**src/rtl/eda_regional_max_host.sv**
```systemverilog
// eda_regional_max_host: loads a raster pixel stream into the regional-max
// core RAM, pulses start, waits for done, then streams the mask row by row.
// Ports: clk/reset_n; s_valid/s_ready/s_pixel pixel input stream;
// wr_addr/pixel_in/write_en core RAM writes; start/done/matrix_output core
// control; m_valid/m_ready/m_row/m_row_idx/m_last result rows;
// busy (not IDLE), timeout_err (sticky, done never came).

package eda_regional_max_host_pkg;
  localparam int CFG_M = 4;
  localparam int CFG_N = 4;
  localparam int CFG_PIXEL_WIDTH = 8;
  localparam int CFG_I_WIDTH = 2;
  localparam int CFG_J_WIDTH = 2;
  localparam int CFG_ADDR_WIDTH = CFG_I_WIDTH + CFG_J_WIDTH;
endpackage

module eda_regional_max_host
  import eda_regional_max_host_pkg::*;
#(
  parameter int M = CFG_M,
  parameter int N = CFG_N,
  parameter int PIXEL_WIDTH = CFG_PIXEL_WIDTH,
  parameter int I_WIDTH = CFG_I_WIDTH,
  parameter int J_WIDTH = CFG_J_WIDTH,
  parameter int ADDR_WIDTH = CFG_ADDR_WIDTH,
  parameter int TIMEOUT = 65535
) (
  input  logic                   clk,
  input  logic                   reset_n,
  input  logic                   s_valid,
  output logic                   s_ready,
  input  logic [PIXEL_WIDTH-1:0] s_pixel,
  output logic [ADDR_WIDTH-1:0]  wr_addr,
  output logic [PIXEL_WIDTH-1:0] pixel_in,
  output logic                   write_en,
  output logic                   start,
  input  logic                   done,
  input  logic [M*N-1:0]         matrix_output,
  output logic                   m_valid,
  input  logic                   m_ready,
  output logic [N-1:0]           m_row,
  output logic [I_WIDTH-1:0]     m_row_idx,
  output logic                   m_last,
  output logic                   busy,
  output logic                   timeout_err
);

  localparam int TW = $clog2(TIMEOUT + 1);

  typedef enum logic [2:0] {
    IDLE,
    LOAD,
    WGAP,
    START,
    WAIT,
    SEND
  } state_t;

  state_t state;
  state_t nxt;

  // Low only until the first edge after reset release, so that the
  // Moore outputs of IDLE (s_ready) stay at reset values meanwhile.
  logic armed;

  logic [I_WIDTH-1:0] i_cnt;
  logic [J_WIDTH-1:0] j_cnt;
  logic               last_q;
  logic [TW-1:0]      t_cnt;
  logic [M*N-1:0]     res_q;
  logic [I_WIDTH-1:0] r_cnt;

  logic accept;
  logic j_end;
  logic i_end;
  logic tmo_hit;
  logic row_last;

  assign s_ready  = armed && (state == IDLE || state == LOAD);
  assign accept   = s_valid && s_ready;
  assign j_end    = j_cnt == J_WIDTH'(N - 1);
  assign i_end    = i_cnt == I_WIDTH'(M - 1);
  assign tmo_hit  = t_cnt == TW'(TIMEOUT - 1);
  assign row_last = r_cnt == I_WIDTH'(M - 1);

  assign write_en  = state == WGAP;
  assign start     = state == START;
  assign m_valid   = state == SEND;
  assign busy      = state != IDLE;
  assign m_row_idx = r_cnt;
  assign m_last    = m_valid && row_last;
  assign m_row     = res_q[int'(r_cnt) * N +: N];

  always_ff @(posedge clk or negedge reset_n) begin
    if (!reset_n) begin
      state <= IDLE;
      armed <= 1'b0;
    end else begin
      state <= nxt;
      armed <= 1'b1;
    end
  end

  always_comb begin
    nxt = state;
    unique case (state)
      IDLE, LOAD: begin
        if (accept) nxt = WGAP;
      end
      WGAP: begin
        nxt = last_q ? START : LOAD;
      end
      START: begin
        nxt = WAIT;
      end
      WAIT: begin
        if (done) nxt = SEND;
        else if (tmo_hit) nxt = IDLE;
      end
      SEND: begin
        if (m_ready && row_last) nxt = IDLE;
      end
      default: begin
        nxt = IDLE;
      end
    endcase
  end

  // Pixel capture and raster counters. The counters wrap back to {0,0}
  // on the last pixel, so every new frame starts at address 0.
  always_ff @(posedge clk or negedge reset_n) begin
    if (!reset_n) begin
      wr_addr  <= '0;
      pixel_in <= '0;
      last_q   <= 1'b0;
      i_cnt    <= '0;
      j_cnt    <= '0;
    end else if (accept) begin
      wr_addr  <= {i_cnt, j_cnt};
      pixel_in <= s_pixel;
      last_q   <= i_end && j_end;
      j_cnt    <= j_end ? '0 : j_cnt + 1'b1;
      if (j_end) begin
        i_cnt <= i_end ? '0 : i_cnt + 1'b1;
      end
    end
  end

  always_ff @(posedge clk or negedge reset_n) begin
    if (!reset_n) begin
      t_cnt <= '0;
    end else if (state == START) begin
      t_cnt <= '0;
    end else if (state == WAIT) begin
      t_cnt <= t_cnt + 1'b1;
    end
  end

  always_ff @(posedge clk or negedge reset_n) begin
    if (!reset_n) begin
      timeout_err <= 1'b0;
    end else if (state == IDLE && accept) begin
      timeout_err <= 1'b0;
    end else if (state == WAIT && !done && tmo_hit) begin
      timeout_err <= 1'b1;
    end
  end

  // Result capture; the core may change matrix_output once done is seen.
  always_ff @(posedge clk or negedge reset_n) begin
    if (!reset_n) begin
      res_q <= '0;
      r_cnt <= '0;
    end else if (state == WAIT && done) begin
      res_q <= matrix_output;
      r_cnt <= '0;
    end else if (state == SEND && m_ready) begin
      r_cnt <= row_last ? '0 : r_cnt + 1'b1;
    end
  end

endmodule

```
**config.mk**
```make
export PLATFORM = sky130hd
export DESIGN_NAME = eda_regional_max_host
export DESIGN_NICKNAME = d
export VERILOG_FILES = /design/src/rtl/eda_regional_max_host.sv
export SDC_FILE = /design/constraint.sdc
export NUM_CORES = 1
export LEC_CHECK = 0
export CORE_UTILIZATION = 54
export CTS_CLUSTER_DIAMETER = 50
export DETAILED_ROUTE_END_ITERATION = 10
export PLACE_DENSITY = 0.84
export SKIP_LAST_GASP = 1
export SYNTH_ARGS = -nofsm -noshare
export SYNTH_HDL_FRONTEND = slang
export SYNTH_SLANG_ARGS = --single-unit
export TNS_END_PERCENT = 5
```
**constraint.sdc**
```tcl
create_clock -name clk -period 3.4 [get_ports clk]
set_input_delay 0.34 -clock clk [delete_from_list [all_inputs] [get_ports clk]]
set_output_delay 0.34 -clock clk [all_outputs]
set_load 0.02 [all_outputs]
```
==> metrics.yaml, run 1 <==
status: "complete, no violations"
ir_drop_mv: 0.540
period_share_pct: 69.1
hold_viol: 0
grt_start_max_net_pins: 47
cp.required_ns: 3.06
cts.sinks: 56
dieArea_um2: 5030
num_antenna_cells: 0
grt_pass1_vias: 1900
relSlewSlack_pct: 34.3
dr.pass1.iters: 6
design_area_um2: 3230
crit_path_start_kind: "register"
gp_congestion: 0.814
syn_inst: 234
initial_core_util_pct: 57.4
reg2reg_depth: 3
fin_tns_setup_ns: 0
post_cts_buffers: 0
grt_pass1_wl_mm: 8.38
layout_setup_ws_ns: 1.05
rsz0062_at_grt: "no"
dpl_worst_slack_ns: 1.29
synth.area.top_cells: "dfrtp_1 (55%), nand2_1 (8.8%), mux2_2 (7.5%)"
synth_edf_count: 0
fill_cells: 320
htreeDepth: 2
r2r_end: "res_q[12]$_DFFE_PN0P_"
p_leak_nw: 1.46
synth_area_per_cell_um2: 11.0
place_area_um2: 3130
yosysMostFrequentCell: "nand2_1"
cts_root_buf: "clkbuf_8"
r2r_slack_ns: 1.27
cts_buffers: 5
worst_ep_arrival_time_ns: 2.01
cts_resized: 0
p_total_mw: 2.40
synth_seq_cells: 56
clk_latency_ns: 0.30
synth_common_cells: "nand2_1 (60), dfrtp_1 (56), mux2_2 (17)"
cap_violations: 0
die_h_um: 71.0
multiInputGateArea_um2: 1110
track_usage_pct: 21.5
seqCellArea_um2: 1400
synth_ff_type: "dfrtp_1"
clock_skew_ns: 0.00221
yosysTopAreaCell: "dfrtp_1"
yosysWarnings: 0
cp-end-kind: "primary output"
coreArea_um2: 4470
final_layout_size_suffix_gt1_share_pct: 12.9
io_pins: 54
overflow: 0
routed_wl_mm: 4.87
worst_pin_slew_ns: 0.986
die_w_um: 71.0
setup_viol: 0
avgRoutedWirePerCell_um: 14.4
final_nets: 319
antenna_found_initial: 0
dr.first_iter.drc_count: 79
fin_crit_ns: 2.35
area_growth_syn_to_layout_pct: 25.7
slew_violations: 0
clockBufferDepth: 2
via_count: 1909
clk_pin_slew_ns: 0.09
cts_hold_buf: 0
place_hpwl_mm: 3.49
vias_per_cell: 5.65
postSynthNetCount: 268
cts_tree: "built"
path_class: "register to primary output"
synth_cell_types: 40
regToRegStartpoint: "state[2]$_DFFE_PN0P_"
synthesis.area_um2: 2570
hold_class: "primary input to async pin"
synthArstFlopShare_pct: 100
drc: 0
rows: 24
synth_top_cell_area_share_pct: 54.6
ant_nets: 0
yosysSeqAreaShare_pct: 54.6
power_density_nw_per_um2: 744
crit_fanout: 8
port_buffers: 53
clock.fmax_mhz: 426
==> layer usage <==
| metal | global-route usage [%] | wire [µm] | share of wire (%) |
|---|---|---|---|
| met1 | 27.6 | 2130 | 44 |
| met2 | 36.0 | 2410 | 49 |
| met3 | 6.41 | 272 | 5.6 |
| met4 | 6.00 | 51 | 1.0 |
| met5 | 0 | 0 | 0 |
==> registers in the layout, summed over array words and instances (netlist names) <==
| signal | count |
|---|---|
| pixel_in | 8 |
| wr_addr | 4 |
| i_cnt | 2 |
| last_q | 1 |
| j_cnt | 2 |
| t_cnt | 16 |
| armed | 1 |
| timeout_err | 1 |
| m_row_idx | 2 |
| state | 3 |
| res_q | 16 |
==> worst max path at each step <==
stage                             start               endpoint  slack (ns)  cells past startpoint
3_5_place_dp       state[2]$_DFFE_PN0P_  res_q[13]$_DFFE_PN0P_        1.29                      3
2_1_floorplan      state[1]$_DFFE_PN0P_   j_cnt[1]$_DFFE_PN0N_        1.49                      6
3_3_place_gp       state[2]$_DFFE_PN0P_   res_q[4]$_DFFE_PN0P_        1.34                      3
5_1_grt        m_row_idx[0]$_DFFE_PN0P_               m_row[2]        0.95                      2
6_report       m_row_idx[0]$_DFFE_PN0P_               m_row[3]        1.05                      2
4_1_cts        m_row_idx[0]$_DFFE_PN0P_               m_row[3]        1.03                      2
==> metrics by stage <==
stage                     hold WS [ns]  std cells  util [%]
final                            0.190        338      72.1
after global routing             0.273        338      72.1
after CTS                        0.224        338      72.1
after detailed placement         0.463        330      70.0
after global placement           0.453        330      70.0
after floorplan                 0.0444        234         -
==> layout make-up <==
class                      count  area share, %
tap                           52           2.02
multi-input combinational    163           34.3
timing repair buffer          56           17.0
clock buffer                   7           2.68
clock inverter                 1          0.233
inverter                       3          0.349
sequential                    56           43.4
==> report_power, final <==
| group | switching (mW) | internal (mW) |
|---|---|---|
| Clock | 0.200 | 0.166 |
| Combinational | 0.439 | 0.513 |
| Sequential | 0.193 | 0.891 |
| Total | 0.832 | 1.57 |
==> kinds of logic (layout without fill, tap and decap cells) <==
group                    Yosys count  count (layout)  synth area share (%)
multiplexers                      27              27                  13.3
flip-flops                        56              56                  54.6
AO/OA/AOI/OAI                     29              29                  8.19
AND/OR/NAND/NOR                  101             101                  18.8
buffers and inverters             15              67                  2.53
other                              1               1                 0.146
adder cells (fa/ha/maj)            5               5                  2.44
==> placed cells by master (no fill, tap or decap), types with 2 or more instances in the layout <==
| cell | synthesis | final |
|---|---|---|
| clkbuf_8 | 0 | 6 |
| o41ai_1 | 4 | 4 |
| o311ai_0 | 3 | 3 |
| and2_1 | 3 | 3 |
| nand3_1 | 10 | 10 |
| and3_1 | 4 | 4 |
| mux2_2 | 17 | 17 |
| a32o_1 | 2 | 2 |
| ha_1 | 5 | 5 |
| dfrtp_1 | 56 | 56 |
| clkdlybuf4s50_1 | 0 | 52 |
| a21oi_1 | 3 | 3 |
| mux4_2 | 4 | 4 |
| or3_1 | 2 | 2 |
| a31oi_1 | 2 | 2 |
| nand2_1 | 60 | 60 |
| buf_4 | 1 | 3 |
| o21ai_0 | 5 | 5 |
| a21o_1 | 2 | 2 |
| o31ai_1 | 3 | 3 |
| mux2i_1 | 6 | 6 |
| o211ai_1 | 3 | 3 |
| inv_1 | 3 | 3 |
| nor3b_1 | 2 | 2 |
| nand4_1 | 3 | 3 |
| nor2_1 | 4 | 4 |
| nand3b_1 | 2 | 2 |
| nor3_1 | 2 | 2 |
==> worst max-delay path: stages, from the launching register on <==
cell and delay, ns:
dfrtp_1 0.59, mux4_2 0.55, clkdlybuf4s50_1 0.56
(Power assumes the default switching activity.)
==> run 2, diff against run 1 <==
CORE_UTILIZATION = 51   (was 54)
PLACE_DENSITY = 0.8   (was 0.84)
clock period = 2.3 ns   (was 3.4 ns; I/O delays follow)
==> run 2 against run 1 <==
Net effect: combinational power is 51% higher; core utilization is 3.5 points lower; global-route usage is 0.21 points lower; clock-buffer cell count stayed put; critical path depth stayed put; clock power is 49% higher; worst setup slack worse by 0.89 ns; register-to-register slack worse by 0.83 ns; first-iteration DRC count is 42% higher; die area is 5.7% higher; total power is 49% higher; final area is 1.8% higher; largest power group unchanged.
==> metrics.yaml, run 2 (synthesis results as in run 1) <==
hold_class: "primary input to register"
dr.pass1.iters: 4
clk_latency_ns: 0.30
clockBufferDepth: 2
cap_violations: 0
reg2reg_depth: 4
cts_buffers: 5
path_class: "register to primary output"
worst_pin_slew_ns: 0.621
track_usage_pct: 21.3
status: "complete, no violations"
crit_start: "m_row_idx[0]$_DFFE_PN0P_"
htreeDepth: 2
design_area_um2: 3280
grt_pass1_wl_mm: 8.56
num_antenna_cells: 0
multiInputGateArea_um2: 1110
cp.required_ns: 2.07
place_hpwl_mm: 3.58
die_w_um: 73.0
seqCellArea_um2: 1400
cts_tree: "built"
initial_core_util_pct: 53.6
io_pins: 54
crit_end: "m_row[2]"
clock.fmax_mhz: 468
drc: 0
fill_cells: 393
post_cts_buffers: 0
p_leak_nw: 1.48
r2r_slack_ns: 0.44
relSlewSlack_pct: 58.6
r2r_end: "t_cnt[8]$_DFFE_PN0P_"
crit_path_start_kind: "register"
critical_path.max_stage_delay_ns: 0.57
final_layout_size_suffix_gt1_share_pct: 13.8
final_nets: 322
grt_start_max_net_pins: 32
rows: 25
fin_crit_ns: 2.14
ant_nets: 0
rsz0062_at_grt: "no"
cts_root_buf: "clkbuf_8"
dr.first_iter.drc_count: 112
slowest_stage: "clkdlybuf4s50_1"
place_area_um2: 3180
dpl_worst_slack_ns: 0.369
dieArea_um2: 5320
clk_pin_slew_ns: 0.09
die_h_um: 73.0
gp_congestion: 0.828
clock_skew_ns: 0.00354
layout_setup_ws_ns: 0.161
worstPathCellList: "mux4_2, clkdlybuf4s50_1"
crit_fanout: 8
antenna_found_initial: 0
cp-end-kind: "primary output"
period_share_pct: 93.0
cts.sinks: 56
final_cell_mix: "nand2_1 (60), dfrtp_1 (55), clkdlybuf4s50_1 (52)"
overflow: 0
via_count: 1926
power_density_nw_per_um2: 1090
area_growth_syn_to_layout_pct: 27.9
hold_viol: 0
routed_wl_mm: 5.14
coreArea_um2: 4790
worst_ep_arrival_time_ns: 1.91
regToRegStartpoint: "state[2]$_DFFE_PN0P_"
slew_violations: 0
mostFrequentLayoutCell: "nand2_1"
fin_tns_setup_ns: 0
ir_drop_mv: 0.686
port_buffers: 53
avgRoutedWirePerCell_um: 14.4
setup_viol: 0
vias_per_cell: 5.41
reg_top3: "res_q: 16 flops, t_cnt: 16 flops, pixel_in: 8 flops"
grt_pass1_vias: 1897
run 2: cell count changes in the layout (fill, tap and decap cells not counted):
cell           delta
buf_4             +1
dfrtp_1           -1
buf_12            +1
dfrtp_2           +1
dlygate4sd3_1     +1
run 2: worst min-delay path by stage:
stage | cells past startpoint | from | slack (ns) | endpoint
detailed placement | 1 | reset_n | 0.28 | res_q[5]$_DFFE_PN0P_
finish | 3 | s_pixel[3] | 0.45 | pixel_in[3]$_DFFE_PN0N_
CTS | 3 | s_pixel[5] | 0.43 | pixel_in[5]$_DFFE_PN0N_
global route | 3 | s_pixel[1] | 0.45 | pixel_in[1]$_DFFE_PN0N_
floorplan | 0 | reset_n | -0.07 | armed$_DFF_PN0_
global placement | 1 | reset_n | 0.27 | res_q[3]$_DFFE_PN0P_
run 2: worst max-delay path: cells and delay by family, from the launching register on:
kind	cells	cell delay [ns]
buffers and inverters	1	0.57
muxes	1	0.54
DFF	1	0.50
run 2: what timing repair did:
action,CTS,global route
resized for setup,0,1
hold endpoints to repair,25,0
setup endpoints to repair,0,4
hold buffers,1,0
run 2: per-layer routing:
metal	global-route usage, %	vias up	wire length (µm)
met1	27.8	940	2280
met2	34.7	41	2530
li1	-	936	-
met3	5.25	9	225
met4	8.06	0	109
met5	0	-	0
run 2: area by class of cell:
type | instances | share of cell area, %
repair buffers | 59 | 17.8
well taps | 67 | 2.55
clock inverters | 1 | 0.229
clock buffers | 7 | 2.63
inverters | 3 | 0.343
flip-flops and latches | 56 | 42.7
multi-input cells | 163 | 33.7
run 2: power by group:
group,switching [mW],internal (mW),total (mW)
Combinational,0.661,0.776,1.44
Clock,0.300,0.245,0.545
Sequential,0.289,1.32,1.61
Total,1.25,2.34,3.59
run 2: stage by stage:
step | util, % | instances | total power [mW] | hold WS [ns]
2_1_floorplan | - | 234 | 2.43 | -0.0656
3_3_place_gp | 66.4 | 347 | 3.01 | 0.274
3_5_place_dp | 66.4 | 347 | 3.07 | 0.276
4_1_cts | 68.6 | 356 | 3.63 | 0.434
5_1_grt | 68.6 | 356 | 3.83 | 0.452
6_report | 68.6 | 356 | 3.59 | 0.448
==> run 3, diff against run 2 <==
PLACE_DENSITY = not set   (was 0.8)
PLACE_DENSITY_LB_ADDON = 0.05   (was not set)
==> run 3 against run 2 <==
Net effect: clock skew is 0.0060 ns higher; maximum frequency is 0.20% higher; global-route usage rose by 0.51 points; highest routed layer unchanged.
==> metrics.yaml, run 3 (synthesis results as in run 1) <==
status: "complete, no violations"
mostFrequentLayoutCell: "nand2_1"
io_pins: 54
num_antenna_cells: 0
grt_pass1_wl_mm: 8.80
clock_skew_ns: 0.00954
crit_path_start_kind: "register"
vias_per_cell: 5.47
coreArea_um2: 4790
regToRegStartpoint: "state[0]$_DFFE_PN0P_"
path_class: "register to primary output"
cts.sinks: 56
cp.required_ns: 2.07
track_usage_pct: 21.8
initial_core_util_pct: 53.6
reg_top3: "res_q: 16 flops, t_cnt: 16 flops, pixel_in: 8 flops"
slew_violations: 0
rsz0062_at_grt: "no"
cts_buffers: 5
r2r_end: "t_cnt[9]$_DFFE_PN0P_"
ant_nets: 0
clock.fmax_mhz: 468
rows: 25
die_h_um: 73.0
ir_drop_mv: 0.734
hold_class: "primary input to register"
p_leak_nw: 1.49
overflow: 0
cp-end-kind: "primary output"
place_hpwl_mm: 3.62
setup_viol: 0
hold_path_end: "pixel_in[4]$_DFFE_PN0N_"
worst_pin_slew_ns: 0.634
final_cell_mix: "nand2_1 (60), dfrtp_1 (55), clkdlybuf4s50_1 (52)"
holdCritStartpoint: "s_pixel[4]"
clk_pin_slew_ns: 0.10
worstHoldPathCells: 3
grt_start_max_net_pins: 30
hold_viol: 0
clk_latency_ns: 0.31
cap_violations: 0
layout_setup_ws_ns: 0.165
reg2reg_depth: 4
antenna_found_initial: 0
die_w_um: 73.0
avgRoutedWirePerCell_um: 14.3
cts_root_buf: "clkbuf_8"
routed_wl_mm: 5.10
grt_pass1_vias: 1962
fin_tns_setup_ns: 0
period_share_pct: 92.8
dr.first_iter.drc_count: 104
relSlewSlack_pct: 57.8
drc: 0
crit_fanout: 8
final_nets: 322
r2r_slack_ns: 0.44
cts_tree: "built"
dpl_worst_slack_ns: 0.384
port_buffers: 53
gp_congestion: 0.754
htreeDepth: 2
area_growth_syn_to_layout_pct: 28.0
dieArea_um2: 5320
fin_crit_ns: 2.13
worst_ep_arrival_time_ns: 1.90
clockBufferDepth: 2
dr.pass1.iters: 4
final_layout_size_suffix_gt1_share_pct: 14.2
power_density_nw_per_um2: 1100
via_count: 1946
-- run 3: worst max-delay path: stages, from the launching register on --
cell and delay (ns):
dfrtp_2 0.50, mux4_2 0.54, clkdlybuf4s50_1 0.55
-- run 3: worst max-delay path by stage --
stage                             startpoint                    to  slack (ns)  depth (start not counted)
finish              m_row_idx[0]$_DFFE_PN0P_              m_row[2]        0.17                          2
global route            state[2]$_DFFE_PN0P_               m_valid        0.07                          3
CTS                 m_row_idx[0]$_DFFE_PN0P_              m_row[2]        0.02                          2
detailed placement  m_row_idx[0]$_DFFE_PN0P_              m_row[2]        0.38                          2
global placement    m_row_idx[0]$_DFFE_PN0P_              m_row[2]        0.44                          2
floorplan               state[1]$_DFFE_PN0P_  j_cnt[1]$_DFFE_PN0N_        0.39                          6
-- run 3: timing repair --
item,in CTS,in global routing
hold buffers,1,0
buffers inserted,0,0
endpoints found under the hold margin,27,0
resized for setup,0,1
endpoints found under the setup margin,0,4
-- run 3: per-stage QoR --
step	std cells	hold WS, ns	total power, mW	cell area, µm²	utilization, %
2_1_floorplan	234	-0.0656	2.43	2570	-
3_3_place_gp	347	0.289	3.03	3180	66.4
3_5_place_dp	347	0.286	3.06	3180	66.4
4_1_cts	356	0.428	3.64	3290	68.7
5_1_grt	356	0.440	3.84	3290	68.7
6_report	356	0.432	3.61	3290	68.7
-- run 3: layer usage --
| metal | track usage, % | part of all wire (%) |
|---|---|---|
| met3 | 5.39 | 4.7 |
| met5 | 0 | 0 |
| met1 | 29.2 | 46 |
| met2 | 35.2 | 48 |
| met4 | 7.19 | 1.4 |
-- run 3: area by class of cell --
cell class / instances / area (µm²)
fill: 380 / 1500
clock buffer: 6 / 82.6
timing repair buffer: 59 / 586
multi-input combinational: 163 / 1110
inverter: 3 / 11.3
clock inverter: 2 / 13.8
sequential: 56 / 1400
tap: 67 / 83.8
-- run 3: power breakdown --
group	total, mW	switching (mW)	internal, mW
combinational	1.43	0.656	0.774
clock	0.567	0.320	0.247
sequential	1.61	0.293	1.32
total	3.61	1.27	2.34
==> patch: new RTL, settings of run 2 <==
The 6 states of `state_t` get a one-hot encoding in 6 bits.
--- a/src/rtl/eda_regional_max_host.sv
+++ b/src/rtl/eda_regional_max_host.sv
@@ -49,9 +49,9 @@
 
-  typedef enum logic [2:0] {
-    IDLE,
-    LOAD,
-    WGAP,
-    START,
-    WAIT,
-    SEND
+  typedef enum logic [5:0] {
+    IDLE  = 6'b000001,
+    LOAD  = 6'b000010,
+    WGAP  = 6'b000100,
+    START = 6'b001000,
+    WAIT  = 6'b010000,
+    SEND  = 6'b100000
   } state_t;
Function: no difference found for any inputs over 10 cycles, from zero or initial values and one cycle with reset_n low; not proved beyond that.
==> patch against run 2 <==
The flow now finishes with violations (setup timing); setup slack lost 0.24 ns; sequential cell count grew 3; routed wire length increased by 11%; power decreased by 5.1%; final area increased by 10%; combinational power decreased by 22%; non-clock buffer count increased by 8; synthesized area up 6.8%.
==> patch: results (changes against run 2) <==
synth:
  yosys-top-cells-area: "dfrtp_1 53%, mux2_2 9.9%, mux2_4 4.4%"
  syn-num-nets: 254  # -5.2%
  synth_commonest_cells: "58 x dfrtp_1, 24 x mux2_2, 17 x nor2_1"
  async_reset_ff_share_pct: 100.0  # unchanged
  synth_cells: 220  # -6.0%
  yosysUniqueCellTypes: 41  # +2.5%
  ys_seq_area_share_pct: 53.88  # -0.70 points
route:
  firstDrtPassIters: 4  # unchanged
  wl_met2_mm: 2.851  # +13%
  vias: 1969  # +2.2%
  met3_length_um: 278  # +24%
  vias_per_cell: 5.365  # -0.83%
  met1Wirelength_mm: 2.443  # +7.2%
  top_layer: "met4"
  first_iter_violations: 128  # +14%
  wl_per_cell_um: 15.50  # +7.3%
sta:
  setup_violations: 3  # +3
  worst_slew_pin_slew_ns: 0.6140  # -0.007163 ns
  clock_skew_ns: 0.008192  # +0.004650 ns
  worst_slack_ns: -0.07929  # -0.2404 ns
finish:
  drive_gt1_share_pct: 24.58  # +11 points
  diodes: 0  # unchanged
  nNetsFinal: 326  # +1.2%
cts:
  cts_made_buffers: 9  # +4
  worstSkewPairLatency_ns: 0.34  # +0.04 ns
  clk_transition_reported_paths_ns: 0.07  # -0.02 ns
  ctsHtreeMaxLevel: 3  # +1
grt:
  grt_use_total_pct: 22.24  # +0.91 points
  gr-usage-met2_pct: 34.33  # -0.36 points
  grt_pass1_wl_mm: 9.052  # +5.8%
  grtUsageMet3_pct: 7.672  # +2.4 points
  grt_max_degree: 35  # +9.4%
  grt_use_met1_pct: 28.42  # +0.59 points
  antenna_found_initial: 0  # unchanged
worst_setup_path:
  crit_arrival_ns: 2.15  # +0.24 ns
  cp_max_fo: 3  # -5
status:
  violations: "setup timing"
  status: "finished with violations"
pwr:
  p_leak_nw: 1.670  # +13%
  irDropWorstVdd_v: 0.0008571  # +25%
  switchingPower_mw: 1.082  # -13%
placement:
  dp.cells: 350  # +0.86%
  dpl.hpwl_mm: 4.029  # +13%
  placed_cell_area_mm2: 0.003431  # +7.9%
  gp_congestion: 0.8009  # -3.2%
min_path:
  hold_class: "input port to async pin"
## patch: changes by cell type after synthesis, sizes merged, moves of 4 or more
| cell | run 2 | this run |
|---|---|---|
| nand2 | 60 | 15 |
| clkbuf | 7 | 3 |
| o41ai | 4 | 0 |
| mux2 | 17 | 32 |
| nor2 | 4 | 17 |
| xnor2 | 0 | 8 |
| mux2i | 6 | 1 |
| nor4 | 1 | 7 |
| xor2 | 0 | 6 |
## patch: final timing paths
path | cells past startpoint | slack (ns) | end | startpoint
min in group clk | 2 | 0.50 | pixel_in[5]$_DFFE_PN0N_ | s_pixel[5]
max in group asynchronous | 3 | 1.21 | state[0]$_DFFE_PN1P_ | reset_n
min | 2 | 0.43 | t_cnt[12]$_DFFE_PN0P_ | reset_n
max reg2reg | 7 | 0.30 | t_cnt[15]$_DFFE_PN0P_ | state[2]$_DFFE_PN0P_
min reg2reg | 1 | 0.51 | res_q[5]$_DFFE_PN0P_ | res_q[5]$_DFFE_PN0P_
max | 3 | -0.08 | m_valid | state[3]$_DFFE_PN0P_
## patch: stage by stage
stage / utilization (%) / worst slack (ns) / TNS [ns]
after floorplan: - / 0.1927 / 0
after global placement: 66.75 / 0.1475 / 0
after detailed placement: 66.75 / 0.1358 / 0
after CTS: 70.40 / -0.2393 / -0.4625
after global routing: 70.57 / -0.1982 / -0.5270
final: 70.57 / -0.07929 / -0.1387
## patch: area by class of cell
cell class	count	area [µm²]
Tap cell	70	87.58
Inverter	5	18.77
Clock inverter	5	27.53
Clock buffer	11	151.4
Multi-Input combinational cell	150	1217
Fill cell	391	1513
Timing Repair Buffer	67	646.9
Sequential cell	59	1478
## patch: repair_timing
action | CTS | global route
resized for setup | 1 | 2
endpoints found under the hold margin | 25 | 0
setup endpoints to repair | 5 | 8
hold buffers | 1 | 0
pin swaps | 0 | 0
buffers inserted | 0 | 0
## patch: kinds of logic (layout without fill, tap and decap cells)
logic type | count (synthesis) | in the layout | synth area share (%)
AO/OA/AOI/OAI | 14 | 14 | 3.011
XOR/XNOR | 14 | 14 | 4.471
adder cells (fa/ha/maj) | 5 | 5 | 2.281
buffers and inverters | 11 | 88 | 1.962
flip-flops | 59 | 59 | 53.88
multiplexers | 37 | 37 | 17.88
other | 1 | 1 | 0.1367
AND/OR/NAND/NOR | 79 | 79 | 16.38
## patch: worst max-delay path: stages (launching register included)
cell and delay, ns:
dfrtp_1 0.37, or4_4 0.58, nor3b_4 0.23, clkdlybuf4s50_1 0.63
## patch: power groups by stage
stage	registers, mW	logic (mW)	clock network, mW
4_1_cts	1.43	1.14	0.856
6_report	1.43	1.13	0.840
2_1_floorplan	1.53	0.529	0
3_3_place_gp	1.43	1.10	0
3_5_place_dp	1.45	1.13	0
5_1_grt	1.46	1.22	0.899
